File: src/rtl/z80_bus_ctrl_if.sv
// Fabric-side bus of the Z80 bus controller.
//   master: controller side (drives request, payload and error; receives ack and read data)
//   slave : memory/IO target side
// ADDR_W must match the ADDR_W of the z80_bus_ctrl instance this interface is bound to.
interface z80_bus_ctrl_if #(
    parameter int unsigned ADDR_W = 16
) ();
    logic              bus_req;
    logic [ADDR_W-1:0] bus_addr;
    logic              bus_we;
    logic              bus_io;
    logic [7:0]        bus_wdata;
    logic              bus_ack;
    logic [7:0]        bus_rdata;
    logic              bus_err;

    modport master (
        output bus_req, bus_addr, bus_we, bus_io, bus_wdata, bus_err,
        input  bus_ack, bus_rdata
    );

    modport slave (
        input  bus_req, bus_addr, bus_we, bus_io, bus_wdata, bus_err,
        output bus_ack, bus_rdata
    );
endinterface

File: src/rtl/z80_bus_ctrl.sv
// Z80 bus controller: converts CPU strobes into a one-cycle request/ack handshake on the
// fabric bus, stretches the CPU cycle with WAIT_n, forces completion on a missing ack,
// answers IM2 interrupt-acknowledge cycles and generates the periodic frame interrupt.
// Ports:
//   clk, reset        clock and asynchronous active-high reset
//   cpu_*             CPU address/data/strobes in, cpu_din/cpu_wait_n/cpu_int_n out
//   bus (master)      bus_req/addr/we/io/wdata/err out, bus_ack/bus_rdata in
//   frame_tick        one-cycle pulse when INT_n asserts
module z80_bus_ctrl #(
    parameter int unsigned ADDR_W      = 16,
    parameter int unsigned MEM_WAIT    = 0,
    parameter int unsigned IO_WAIT     = 1,
    parameter int unsigned ACK_TIMEOUT = 255,
    parameter int unsigned INT_PERIOD  = 69888,
    parameter int unsigned INT_LEN     = 32,
    parameter logic [7:0]  IM2_VECTOR  = 8'hFF
) (
    input  logic              clk,
    input  logic              reset,
    input  logic [ADDR_W-1:0] cpu_addr,
    input  logic [7:0]        cpu_dout,
    output logic [7:0]        cpu_din,
    input  logic              cpu_mreq_n,
    input  logic              cpu_iorq_n,
    input  logic              cpu_rd_n,
    input  logic              cpu_wr_n,
    input  logic              cpu_m1_n,
    output logic              cpu_wait_n,
    output logic              cpu_int_n,
    z80_bus_ctrl_if.master    bus,
    output logic              frame_tick
);
    localparam int unsigned MAX_WAIT = (MEM_WAIT > IO_WAIT) ? MEM_WAIT : IO_WAIT;
    localparam int unsigned WAIT_W   = (MAX_WAIT > 0) ? $clog2(MAX_WAIT + 1) : 1;
    localparam int unsigned TO_W     = (ACK_TIMEOUT > 1) ? $clog2(ACK_TIMEOUT) : 1;
    localparam int unsigned PER_W    = $clog2(INT_PERIOD);
    localparam int unsigned LEN_W    = $clog2(INT_LEN + 1);

    localparam logic [TO_W-1:0]  TO_LAST  = TO_W'(ACK_TIMEOUT - 1);
    localparam logic [PER_W-1:0] PER_LAST = PER_W'(INT_PERIOD - 1);

    typedef enum logic [1:0] {S_IDLE, S_REQ, S_WAIT, S_HOLD} state_t;

    state_t              state_q, state_d;
    logic [7:0]          din_q, din_d;
    logic                wait_n_q, wait_n_d;
    logic                int_n_q, int_n_d;
    logic                req_q, req_d;
    logic [ADDR_W-1:0]   addr_q, addr_d;
    logic                we_q, we_d;
    logic                io_q, io_d;
    logic [7:0]          wdata_q, wdata_d;
    logic                err_q, err_d;
    logic                tick_q, tick_d;
    logic                ack_flag_q, ack_flag_d;
    logic [WAIT_W-1:0]   wait_cnt_q, wait_cnt_d;
    logic [TO_W-1:0]     to_cnt_q, to_cnt_d;
    logic [PER_W-1:0]    per_cnt_q, per_cnt_d;
    logic [LEN_W-1:0]    len_q, len_d;

    logic inta, start, hold_exit, timeout, int_ack, to_next, done_next;

    assign inta      = !cpu_iorq_n && !cpu_m1_n;
    assign start     = (!cpu_mreq_n || (!cpu_iorq_n && cpu_m1_n)) && (!cpu_rd_n || !cpu_wr_n);
    assign hold_exit = (cpu_rd_n && cpu_wr_n && cpu_iorq_n) || (cpu_mreq_n && cpu_iorq_n);
    assign timeout   = !ack_flag_q && (to_cnt_q == TO_LAST);

    // State and datapath registers
    always_ff @(posedge clk or posedge reset) begin
        if (reset) begin
            state_q    <= S_IDLE;
            din_q      <= 8'hFF;
            wait_n_q   <= 1'b1;
            int_n_q    <= 1'b1;
            req_q      <= 1'b0;
            addr_q     <= '0;
            we_q       <= 1'b0;
            io_q       <= 1'b0;
            wdata_q    <= '0;
            err_q      <= 1'b0;
            tick_q     <= 1'b0;
            ack_flag_q <= 1'b0;
            wait_cnt_q <= '0;
            to_cnt_q   <= '0;
            per_cnt_q  <= '0;
            len_q      <= '0;
        end else begin
            state_q    <= state_d;
            din_q      <= din_d;
            wait_n_q   <= wait_n_d;
            int_n_q    <= int_n_d;
            req_q      <= req_d;
            addr_q     <= addr_d;
            we_q       <= we_d;
            io_q       <= io_d;
            wdata_q    <= wdata_d;
            err_q      <= err_d;
            tick_q     <= tick_d;
            ack_flag_q <= ack_flag_d;
            wait_cnt_q <= wait_cnt_d;
            to_cnt_q   <= to_cnt_d;
            per_cnt_q  <= per_cnt_d;
            len_q      <= len_d;
        end
    end

    // Next-state, datapath and interrupt generator
    always_comb begin
        state_d    = state_q;
        din_d      = din_q;
        addr_d     = addr_q;
        we_d       = we_q;
        io_d       = io_q;
        wdata_d    = wdata_q;
        ack_flag_d = ack_flag_q;
        wait_cnt_d = wait_cnt_q;
        to_cnt_d   = to_cnt_q;
        per_cnt_d  = per_cnt_q;
        len_d      = len_q;
        int_n_d    = int_n_q;
        tick_d     = 1'b0;
        int_ack    = 1'b0;

        case (state_q)
            S_IDLE: begin
                if (inta) begin
                    din_d   = IM2_VECTOR;
                    int_ack = 1'b1;
                    state_d = S_HOLD;
                end else if (start) begin
                    addr_d     = cpu_addr;
                    we_d       = !cpu_wr_n;
                    io_d       = cpu_mreq_n;
                    wdata_d    = cpu_dout;
                    wait_cnt_d = cpu_mreq_n ? WAIT_W'(IO_WAIT) : WAIT_W'(MEM_WAIT);
                    ack_flag_d = 1'b0;
                    state_d    = S_REQ;
                end
            end
            S_REQ: begin
                to_cnt_d = '0;
                if (bus.bus_ack) begin
                    ack_flag_d = 1'b1;
                    if (!we_q) din_d = bus.bus_rdata;
                end
                state_d = S_WAIT;
            end
            S_WAIT: begin
                if (timeout || (ack_flag_q && wait_cnt_q == '0)) begin
                    state_d = S_HOLD;
                end else begin
                    if (wait_cnt_q != '0) wait_cnt_d = wait_cnt_q - WAIT_W'(1);
                    to_cnt_d = to_cnt_q + TO_W'(1);
                    // only the first ack of a cycle carries data
                    if (bus.bus_ack && !ack_flag_q) begin
                        ack_flag_d = 1'b1;
                        if (!we_q) din_d = bus.bus_rdata;
                    end
                end
            end
            S_HOLD: begin
                if (hold_exit) state_d = S_IDLE;
            end
            default: state_d = S_IDLE;
        endcase

        // Completion is decided from registers, so it can be predicted one cycle ahead;
        // this lets WAIT_n, bus_err and the timeout data be registered yet line up with it.
        to_next   = (state_d == S_WAIT) && !ack_flag_d && (to_cnt_d == TO_LAST);
        done_next = (state_d == S_WAIT) && ((ack_flag_d && wait_cnt_d == '0) || to_next);
        wait_n_d  = !((state_d == S_REQ) || ((state_d == S_WAIT) && !done_next));
        req_d     = (state_d == S_REQ);
        err_d     = to_next;
        if (to_next) din_d = 8'hFF;

        // Frame interrupt: a wrap starts (or restarts) the pulse and wins over INTA
        if (per_cnt_q == PER_LAST) begin
            per_cnt_d = '0;
            int_n_d   = 1'b0;
            len_d     = LEN_W'(INT_LEN);
            tick_d    = 1'b1;
        end else begin
            per_cnt_d = per_cnt_q + PER_W'(1);
            if (int_ack) begin
                int_n_d = 1'b1;
                len_d   = '0;
            end else if (len_q != '0) begin
                len_d = len_q - LEN_W'(1);
                if (len_q == LEN_W'(1)) int_n_d = 1'b1;
            end
        end
    end

    assign cpu_din       = din_q;
    assign cpu_wait_n    = wait_n_q;
    assign cpu_int_n     = int_n_q;
    assign frame_tick    = tick_q;
    assign bus.bus_req   = req_q;
    assign bus.bus_addr  = addr_q;
    assign bus.bus_we    = we_q;
    assign bus.bus_io    = io_q;
    assign bus.bus_wdata = wdata_q;
    assign bus.bus_err   = err_q;
endmodule

File: src/flat_wrapper.sv
// flat-port wrapper written by rule: the top's interface ports become plain ports
module z80_bus_ctrl_flat 
#(
    parameter int unsigned ADDR_W      = 16,
    parameter int unsigned MEM_WAIT    = 0,
    parameter int unsigned IO_WAIT     = 1,
    parameter int unsigned ACK_TIMEOUT = 255,
    parameter int unsigned INT_PERIOD  = 69888,
    parameter int unsigned INT_LEN     = 32,
    parameter logic [7:0]  IM2_VECTOR  = 8'hFF
)
  (clk, reset, cpu_addr, cpu_dout, cpu_din, cpu_mreq_n, cpu_iorq_n, cpu_rd_n, cpu_wr_n, cpu_m1_n, cpu_wait_n, cpu_int_n, frame_tick, bus_bus_req, bus_bus_addr, bus_bus_we, bus_bus_io, bus_bus_wdata, bus_bus_err, bus_bus_ack, bus_bus_rdata);
  z80_bus_ctrl_if #(.ADDR_W(ADDR_W)) bus_i ();
  input  logic clk;
  input  logic reset;
  input  logic [ADDR_W-1:0] cpu_addr;
  input  logic [7:0] cpu_dout;
  output logic [7:0] cpu_din;
  input  logic cpu_mreq_n;
  input  logic cpu_iorq_n;
  input  logic cpu_rd_n;
  input  logic cpu_wr_n;
  input  logic cpu_m1_n;
  output logic cpu_wait_n;
  output logic cpu_int_n;
  output logic frame_tick;
  output wire logic [$bits(bus_i.bus_req)-1:0] bus_bus_req;
  output wire logic [$bits(bus_i.bus_addr)-1:0] bus_bus_addr;
  output wire logic [$bits(bus_i.bus_we)-1:0] bus_bus_we;
  output wire logic [$bits(bus_i.bus_io)-1:0] bus_bus_io;
  output wire logic [$bits(bus_i.bus_wdata)-1:0] bus_bus_wdata;
  output wire logic [$bits(bus_i.bus_err)-1:0] bus_bus_err;
  input wire logic [$bits(bus_i.bus_ack)-1:0] bus_bus_ack;
  input wire logic [$bits(bus_i.bus_rdata)-1:0] bus_bus_rdata;
  assign bus_bus_req = bus_i.bus_req;
  assign bus_bus_addr = bus_i.bus_addr;
  assign bus_bus_we = bus_i.bus_we;
  assign bus_bus_io = bus_i.bus_io;
  assign bus_bus_wdata = bus_i.bus_wdata;
  assign bus_bus_err = bus_i.bus_err;
  assign bus_i.bus_ack = bus_bus_ack;
  assign bus_i.bus_rdata = bus_bus_rdata;
  z80_bus_ctrl #(.ADDR_W(ADDR_W), .MEM_WAIT(MEM_WAIT), .IO_WAIT(IO_WAIT), .ACK_TIMEOUT(ACK_TIMEOUT), .INT_PERIOD(INT_PERIOD), .INT_LEN(INT_LEN), .IM2_VECTOR(IM2_VECTOR)) u_core (.clk(clk), .reset(reset), .cpu_addr(cpu_addr), .cpu_dout(cpu_dout), .cpu_din(cpu_din), .cpu_mreq_n(cpu_mreq_n), .cpu_iorq_n(cpu_iorq_n), .cpu_rd_n(cpu_rd_n), .cpu_wr_n(cpu_wr_n), .cpu_m1_n(cpu_m1_n), .cpu_wait_n(cpu_wait_n), .cpu_int_n(cpu_int_n), .bus(bus_i), .frame_tick(frame_tick));
endmodule
File: config.mk
export PLATFORM = sky130hd
export DESIGN_NAME = z80_bus_ctrl_flat
export DESIGN_NICKNAME = d
export VERILOG_FILES = /design/src/rtl/z80_bus_ctrl_if.sv /design/src/rtl/z80_bus_ctrl.sv /design/src/flat_wrapper.sv
export SDC_FILE = /design/constraint.sdc
export NUM_CORES = 1
export LEC_CHECK = 0
export CAP_MARGIN = 20
export CORE_MARGIN = 8
export CORE_UTILIZATION = 45
export CTS_CLUSTER_SIZE = 25
export DETAILED_ROUTE_END_ITERATION = 7
export GPL_ROUTABILITY_DRIVEN = 0
export PLACE_DENSITY = 0.81
export REMOVE_ABC_BUFFERS = 1
export SYNTH_ARGS = -nofsm -noshare
export SYNTH_HDL_FRONTEND = slang
export SYNTH_SLANG_ARGS = --single-unit
File: constraint.sdc
create_clock -name clk -period 2.3 [get_ports clk]
set_input_delay 0.46 -clock clk [delete_from_list [all_inputs] [get_ports clk]]
set_output_delay 0.46 -clock clk [all_outputs]
set_load 0.01 [all_outputs]
---- Word-level counts from Yosys, hierarchy flattened ----
Index checks and enable logic that the tools add are counted.
storage, ports and cells
  register bits after elaboration ......... 74
  input bits .............................. 40
  logic and storage cells ................. 110
operators by class
  reductions and logical operators ........ 37
  eq/ne operators ......................... 13
  bitwise operators ....................... 3
  add/sub/neg operators ................... 4
  multiplexer cells ....................... 37
operator list
  kind                     count
  $mux W8                  7
  $pmux W8 S3              1
  $mux W6                  3
  $add A17 B1 Y17 const B  1
  $eq A17 B17 Y1 const B   1
  $mux W1                  17
  $mux W17                 1
  $eq A8 B8 Y1 const B     2
  $pmux W8 S2              1
  $logic_and A1 B1 Y1      14
  $logic_not A1 Y1         9
  $add A8 B1 Y8 const B    1
  $mux W2                  4
  $pmux W2 S4              1
  $eq A2 B2 Y1 const B     3
  $eq A6 B1 Y1 const B     1
  $logic_or A1 B1 Y1       6
  $ne A3 B1 Y1 const B     2
  $ne A3 B2 Y1 const B     2
  $reduce_bool A3 Y1       2
  $reduce_bool A6 Y1       1
  $sub A6 B1 Y6 const B    1
  $reduce_and A5 Y1        1
  $eq A2 B1 Y1 const B     2
  8 further kinds          10

---- Longest topological paths before layout ----
Gate-level depths: netlist of run 1.
  depth in word-level cells ............... 16
  mapped depth ............................ 11
  gate-level depth less buffers ........... 9

---- Least setup slack after synthesis of run 1 ----
OpenSTA, ideal clock, no wires.
  path kind ............................... reg-to-reg
  start point ............................. register u_core.state_q[0]
  end point ............................... register u_core.wait_n_q, in the netlist u_core.cpu_wait_n
  data required time ...................... 2.217 ns
  arrival ................................. 2.075 ns
  clock period less this slack ............ 2.159 ns
  cell stages (with the launch flop) ...... 9
  path slack .............................. 0.141 ns
  path buffers ............................ 0
  cell sequence ........................... dfrtp_1 inv_1 ha_1 nand3_2 nor4_1 xnor2_1 and4b_1 and2_1 o32a_1
on the way
  cells in the longest elaborated chain, start to end .. 12
  elaborated cells on any way between the ends .. 26
ends and longest elaborated chain
  item                               line                                                           RTL
  from (decl)                        z80_bus_ctrl.sv:44                                             state_t state_q, state_d;
  from (signal assigned)             z80_bus_ctrl.sv:88                                             state_q <= state_d;
  $mux W2                            z80_bus_ctrl.sv:130                                            end else if (start) begin
  $mux W2                            z80_bus_ctrl.sv:126                                            if (inta) begin
  $pmux W2 S4                        z80_bus_ctrl.sv:124                                            case (state_q)
  $eq A2 B2 Y1                       z80_bus_ctrl.sv:169, z80_bus_ctrl.sv:170, z80_bus_ctrl.sv:171
  $logic_and A1 B1 Y1 (2 in series)  z80_bus_ctrl.sv:169                                            to_next = (state_d == S_WAIT) && !ack_flag_d && (to_cnt_d == TO_LAST);
  $logic_or A1 B1 Y1                 z80_bus_ctrl.sv:170                                            done_next = (state_d == S_WAIT) && ((ack_flag_d && wait_cnt_d == '0) || to_next);
  $logic_and A1 B1 Y1                z80_bus_ctrl.sv:170
  $logic_not A1 Y1                   z80_bus_ctrl.sv:171                                            wait_n_d = !((state_d == S_REQ) || ((state_d == S_WAIT) && !done_next));
  $logic_and A1 B1 Y1                z80_bus_ctrl.sv:171
  $logic_or A1 B1 Y1 (*)             z80_bus_ctrl.sv:171
  $logic_not A1 Y1 (*)               z80_bus_ctrl.sv:171
  named net u_core.wait_n_d          z80_bus_ctrl.sv:46                                             logic wait_n_q, wait_n_d;
  to (signal assigned)               z80_bus_ctrl.sv:90                                             wait_n_q <= wait_n_d;
  to (decl)                          z80_bus_ctrl.sv:46
The timed path passes the listed nets; every way through them passes the cells marked *.
A chain may end at the register's enable or synchronous reset.

---- Worst setup path after layout of run 1 ----
  start point ............................. register u_core.state_q[0]
  end point ............................... register u_core.wait_n_q, in the netlist u_core.cpu_wait_n
on the way
  elaborated cells on any way between the ends .. 26
RTL lines
  item                                                 line                 RTL
  $eq A2 B2 Y1 / $eq A2 B1 Y1 (equally long branches)  z80_bus_ctrl.sv:124
  $pmux W8 S2 (*)                                      z80_bus_ctrl.sv:124
  named net u_core.to_cnt_d[6]                         z80_bus_ctrl.sv:57   logic [TO_W-1:0] to_cnt_q, to_cnt_d;
  $eq A8 B8 Y1 (*)                                     z80_bus_ctrl.sv:169
  $logic_and A1 B1 Y1 (*)                              z80_bus_ctrl.sv:169
  $logic_or A1 B1 Y1 (*)                               z80_bus_ctrl.sv:170
  $logic_and A1 B1 Y1 (*)                              z80_bus_ctrl.sv:170
  $logic_not A1 Y1 (*)                                 z80_bus_ctrl.sv:171
  $logic_and A1 B1 Y1 (*)                              z80_bus_ctrl.sv:171
  $logic_or A1 B1 Y1 (*)                               z80_bus_ctrl.sv:171
  $logic_not A1 Y1 (*)                                 z80_bus_ctrl.sv:171
  named net u_core.wait_n_d                            z80_bus_ctrl.sv:46
Marks and branches as above.

==> results of run 1 <==
flip-flops by register name, indices dropped and copies added, names as in the netlist:
name                  cells
u_core.len_q              6
u_core.bus.bus_io         1
u_core.bus.bus_err        1
u_core.bus.bus_req        1
u_core.state_q            2
u_core.cpu_wait_n         1
u_core.wait_cnt_q         1
u_core.frame_tick         1
u_core.cpu_int_n          1
u_core.bus.bus_we         1
u_core.per_cnt_q         17
u_core.bus.bus_addr      16
u_core.cpu_din            8
u_core.bus.bus_wdata      8
u_core.ack_flag_q         1
u_core.to_cnt_q           8
logic make-up (layout without fill, tap and decap cells):
kind of cell / after synthesis / in the layout / share of synthesized area
muxes: 25 / 25 / 0.0793
DFF: 74 / 74 / 0.527
buffers and inverters: 26 / 135 / 0.0294
and+or+nand+nor: 122 / 123 / 0.184
xor gates and xnor gates: 17 / 17 / 0.0421
adders and majority gates: 9 / 9 / 0.0319
AOI/OAI and AO/OA: 55 / 55 / 0.106
power breakdown:
| group | switching, uW | internal (uW) |
|---|---|---|
| combinational | 1390 | 1520 |
| clock | 484 | 756 |
| sequential | 248 | 1750 |
cell type report:
| type | instances | area [um^2] | area share |
|---|---|---|---|
| Clock buffer | 12 | 145 | 0.0293 |
| Tap cell | 102 | 128 | 0.0258 |
| Clock inverter | 4 | 98.8 | 0.0199 |
| Inverter | 18 | 67.6 | 0.0136 |
| Timing Repair Buffer | 101 | 998 | 0.201 |
| Multi-Input combinational cell | 229 | 1650 | 0.334 |
| Sequential cell | 74 | 1860 | 0.376 |
cell usage after synthesis (all sizes together), types with 2 or more instances:
cell type | count | share of area
nor4b | 2 | 0.0050
a31oi | 5 | 0.0088
xnor2 | 10 | 0.025
o31ai | 2 | 0.0042
nor3 | 5 | 0.0071
and3 | 2 | 0.0035
a311oi | 2 | 0.0067
dfstp | 10 | 0.074
and2 | 3 | 0.0053
nor2b | 2 | 0.0035
xor2 | 7 | 0.017
and4 | 2 | 0.0050
o21ai | 18 | 0.025
o21bai | 2 | 0.0042
nor4 | 2 | 0.0053
clkbuf | 4 | 0.0042
inv | 18 | 0.019
o32ai | 2 | 0.0050
a211oi | 2 | 0.0078
nand2b | 3 | 0.0053
or2 | 2 | 0.0035
dfrtp | 64 | 0.45
and4b | 2 | 0.0057
nand4 | 5 | 0.011
a21boi | 3 | 0.0064
mux2 | 24 | 0.076
buf | 4 | 0.0060
or3 | 3 | 0.0053
a21oi | 11 | 0.017
ha | 9 | 0.032
nand2 | 32 | 0.035
nand3 | 12 | 0.021
nor2 | 33 | 0.035
nand3b | 8 | 0.017
worst reg2reg max path, delay by kind of cell, from the launching register on:
kind	cells	cell delay, ps
and+or+nand+nor	3	530
AOI/OAI and AO/OA	2	680
buffers and inverters	2	270
DFF	1	360
adders and majority gates	1	310
stage by stage:
step                      cell area (um^2)  cells   util  total power (uW)
final                                 4960    540  0.645              6140
after global routing                  4960    540  0.645              6520
after CTS                             4840    536  0.630              5940
after detailed placement              4590    520  0.598              4650
after global placement                4590    520  0.598              4560
after floorplan                       3500    320      -              3370
worst min path at each step:
stage,cells after the start,endpoint,slack (ps)
floorplan,1,u_core.per_cnt_q[0]$_DFF_PP0_,450
global placement,1,u_core.per_cnt_q[0]$_DFF_PP0_,470
detailed placement,1,u_core.per_cnt_q[11]$_DFF_PP0_,490
CTS,2,u_core.bus.bus_addr[6]$_DFFE_PP0P_,430
global route,2,u_core.bus.bus_addr[6]$_DFFE_PP0P_,440
finish,2,u_core.bus.bus_addr[6]$_DFFE_PP0P_,420
metal layers:
layer  vias up  track usage  routed length (um)
met2        84        0.260                4300
met4         0       0.0724                 103
met3         8       0.0731                 820
li1       1361            -                   -
met5         -            0                   0
met1      1400        0.171                3510
what timing repair did:
item / in CTS / in global routing
setup buffers: 0 / 3
setup endpoints to repair: 1 / 10
cloned: 0 / 1
resized for setup: 1 / 20
pin swaps: 0 / 7
hold endpoints to repair: 0 / 0
==> summary.txt, run 1 <==
Setup path
  • CP Depth: 8
  • RR Endpoint: u_core.cpu_wait_n$_DFF_PP1_
  • Kind of cell adding the most delay to the critical path: compound AO/OA/AOI/OAI gates
  • Reg2Reg Depth: 8
  • CP Capture Point: u_core.cpu_wait_n$_DFF_PP1_
  • R2R setup slack: 90 ps
  • Crit-path slowest cell: dfrtp_1
  • Worst path required time: 2590 ps
  • Reg2reg start: u_core.state_q[0]$_DFF_PP0_
  • Crit end category: register
  • Critical path peak fanout: 6
  • Startpoint types: register
  • Critical-path cell list: inv_1, ha_4, nand3_4, buf_4, o311a_1, and4b_2, and2_1, o32a_1
  • CP bufs+invs: 2
  • Crit path DAT: 2500 ps
  • Crit path launch: u_core.state_q[0]$_DFF_PP0_
  • Slowest stage delay, CP: 360 ps
  • Critical Setup Path Class: reg2reg

Run status
  • Status: finished, final reports clean

Route
  • Final wirelength: 8730 um
  • WL/cell: 16.2 um
  • Drt pass-1 iters: 4
  • Drc violations: 0
  • Antenna-violating nets left: 0
  • Number of vias per cell: 5.28
  • Via count: 2853
  • Drt initial violations: 72

CTS
  • # hold bufs at CTS: 0
  • CTS tree: done
  • Inserted Clock Buffers: 9
  • Clock Path Buffers: 2
  • CTS sink cnt: 74
  • Later-pin clock latency in the skew report: 350 ps
  • H-tree level count: 3
  • Clk pin slew, worst setup/hold paths: 90 ps
  • CTS root buffer: clkbuf_8

Placement
  • Hpwl dp: 6470 um
  • IO Port Bufs: 78
  • Worst slack, placed: -80.7 ps

Die
  • Die span in y: 105 um
  • Ports: 79
  • Initial core utilization: 0.460
  • Site Rows: 32
  • Die Wd: 105 um
  • Core area: 0.00769 mm^2
  • Die area: 0.0109 mm^2

GRT
  • First-pass GRT wire length: 14200 um
  • Vias in the first global route: 3030
  • Total track usage: 0.158
  • Antenna violations before repair: 0
  • Pin count of the biggest net entering global routing: 27
  • Overflow after GRT: 0

Finish
  • Fillcell total: 592
  • N_diodes: 0
  • Area Overhead vs Synth: 40.2%
  • Nets: 482
  • Layout cells sized above 1: 0.226
  • Commonest non-fill, non-tap cells in the layout: clkdlybuf4s50_1 (78), dfrtp_1 (64), nor2_1 (32)
  • Commonest non-fill, non-tap cell in the layout: clkdlybuf4s50_1

Synthesis
  • Gate count after technology mapping: 328
  • Share of flip-flops with an asynchronous set or reset: 1.00
  • Ys flop type: dfrtp_1
  • Cell variety after synth: 56
  • Number of synthesized flops with an enable pin: 0
  • Mean post-synth cell area: 10.8 um^2
  • Seq cells post-synth: 74
  • Seq/Total Area, Yosys: 0.527
  • Synthesized cell area: 0.00353 mm^2
  • Ys Warns: 0

STA
  • Hold Fails Final Rpt: 0
  • Skew final: 14.8 ps
  • Max Freq: 0.452 GHz
  • Headroom to the max-slew limit: 0.728
  • Tcrit/Tclk final: 0.963
  • Final Max Tran Viols: 0
  • Min Hold Slack: 420 ps
  • Setup violations, final: 0
  • Setup_tns: 0 ps
  • Worst-margin pin slew: 404 ps
  • Setup ws final: 85.7 ps
  • Tmin final: 2210 ps

Pwr
  • Leak: 0.00211 uW
  • Worst VDD drop: 734 uV
  • PD cells: 1240 mW/mm^2

Worst hold path
  • Hold Crit Class: in2async

Run
  • Max-cap viol count: 0
No activity file was read; power rests on OpenSTA's default activity.
==> run 2: changes to the inputs <==
Settings changed: CORE_MARGIN 8 to not set.
==> run 2 against run 1 <==
First-iteration DRC count increased by 76%. Clock-buffer cell count shrank 1. Clock skew decreased by 3.3 ps. Largest power group unchanged. Critical path depth is the same. Sequential cell count unchanged. Sequential power barely moved. Sequential share of layout area increased by 0.95 points. Critical endpoint unchanged.
==> summary.txt, run 2 (synthesized netlist as in run 1, its figures left out) <==
Run status
  • Status: finished, final reports clean

STA
  • Setup ws final: 68.3 ps
  • Worst-margin pin slew: 415 ps
  • Setup violations, final: 0
  • Tcrit/Tclk final: 0.970
  • Tmin final: 2230 ps
  • Final Max Tran Viols: 0
  • Skew final: 11.5 ps
  • Headroom to the max-slew limit: 0.721
  • Hold Fails Final Rpt: 0
  • Max Freq: 0.448 GHz

CTS
  • CTS root buffer: clkbuf_8
  • Inserted Clock Buffers: 9
  • Clock Path Buffers: 2
  • Later-pin clock latency in the skew report: 350 ps
  • CTS tree: done
  • CTS sink cnt: 74
  • H-tree level count: 3
  • Clk pin slew, worst setup/hold paths: 70 ps

Setup path
  • Critical path peak fanout: 3
  • Startpoint types: register
  • Critical Setup Path Class: reg2reg
  • Crit-path slowest cell: dfrtp_1
  • Most used cell, CP: and4b_2
  • Reg2Reg Depth: 8
  • Critical-path cell list: inv_1, ha_1, and4b_2, nor4_2, xnor2_1, and4b_2, and2_1, o32a_1
  • Crit end category: register
  • Slowest stage delay, CP: 350 ps
  • Crit path DAT: 2500 ps
  • Worst path required time: 2570 ps

Pwr
  • Comb pwr share: 0.473
  • PD cells: 1210 mW/mm^2
  • Worst VDD drop: 808 uV
  • Int Pwr: 3810 uW
  • Reg power frac: 0.340
  • Leak: 0.00204 uW
  • Clk pwr share: 0.187
  • Sw Pwr: 2050 uW
  • Total power draw: 5850 uW
  • Fraction of power spent switching nets: 0.349

Route
  • Number of vias per cell: 5.34
  • WL/cell: 15.2 um
  • Via count: 2847
  • Drt pass-1 iters: 4
  • Drc violations: 0
  • Antenna-violating nets left: 0
  • Final wirelength: 8100 um
  • Drt initial violations: 127

Die
  • Core area: 0.00741 mm^2
  • Die span in y: 90.6 um
  • Ports: 79
  • Site Rows: 31
  • Die area: 0.00821 mm^2
  • Die Wd: 90.6 um
  • Initial core utilization: 0.477

Run
  • Max-cap viol count: 0

Finish
  • Area Overhead vs Synth: 36.7%
  • Fillcell total: 549
  • Number of flip-flops in the largest register: 17
  • Nets: 478
  • Commonest non-fill, non-tap cell in the layout: clkdlybuf4s50_1
  • N_diodes: 0
  • Commonest non-fill, non-tap cells in the layout: clkdlybuf4s50_1 (78), dfrtp_1 (64), nor2_1 (32)
  • Layout cells sized above 1: 0.210
  • Most flops, register: u_core.per_cnt_q

Worst hold path
  • Hold Crit Class: reg2reg
  • Hold depth: 1

Placement
  • Worst slack, placed: -147 ps
  • IO Port Bufs: 78
  • Hpwl dp: 5740 um

GRT
  • Vias in the first global route: 2956
  • Antenna violations before repair: 0
  • Pin count of the biggest net entering global routing: 75
  • Overflow after GRT: 0
  • Total track usage: 0.207
  • First-pass GRT wire length: 13500 um
## run 2: per-layer routing
layer | share of wire | track usage
met4 | 0.015 | 0.0753
met5 | 0 | 0
met2 | 0.53 | 0.354
met3 | 0.069 | 0.0724
met1 | 0.39 | 0.239
## run 2: final cells by class
type,instances,area [um^2],area share
Sequential cell,74,1860,0.386
Clock inverter,5,81.3,0.0168
Tap cell,99,124,0.0256
Clock buffer,11,131,0.0272
Inverter,18,67.6,0.0140
Timing Repair Buffer,97,948,0.196
Multi-Input combinational cell,229,1620,0.334
## run 2: worst paths after layout
path                                                     from                             to  slack, ps
max in group asynchronous                               reset   u_core.cpu_int_n$_DFFE_PP1P_       1440
worst min-delay path            u_core.per_cnt_q[0]$_DFF_PP0_  u_core.per_cnt_q[0]$_DFF_PP0_        500
worst min register to register  u_core.per_cnt_q[0]$_DFF_PP0_  u_core.per_cnt_q[0]$_DFF_PP0_        500
min in group asynchronous                               reset    u_core.frame_tick$_DFF_PP0_        510
worst max register to register   u_core.to_cnt_q[0]$_DFF_PP0_    u_core.cpu_wait_n$_DFF_PP1_         70
worst max-delay path             u_core.to_cnt_q[0]$_DFF_PP0_    u_core.cpu_wait_n$_DFF_PP1_         70
## run 2: power groups by stage
stage               Combinational, uW  Sequential [uW]  Clock (uW)
floorplan                        1240             2130           0
global placement                 2570             1990           0
detailed placement               2650             2010           0
CTS                              2680             1990        1120
global route                     3010             2050        1150
finish                           2770             1990        1090
## run 2: repair_timing
item / 4_1_cts / 5_1_grt
hold endpoints to repair: 0 / 0
resized for setup: 0 / 13
hold buffers: 0 / 0
setup endpoints to repair: 0 / 10
setup buffers: 0 / 0
## run 2: critical path: cells and delay by family, from the launching register on
kind,cells,cell delay [ps]
XOR/XNOR,1,180
AO/OA/AOI/OAI,1,340
AND/OR/NAND/NOR,4,1060
flip-flops,1,350
adder cells (fa/ha/maj),1,210
buffers and inverters,1,50
## run 2: through the flow
stage	setup TNS, ps	instances	cell area (um^2)	util	hold WS [ps]
5_1_grt	-119	533	4830	0.652	523
4_1_cts	0	532	4780	0.646	493
3_3_place_gp	-244	516	4570	0.617	475
2_1_floorplan	-2350	320	3500	-	455
3_5_place_dp	-1240	516	4570	0.617	482
6_report	0	533	4830	0.652	500
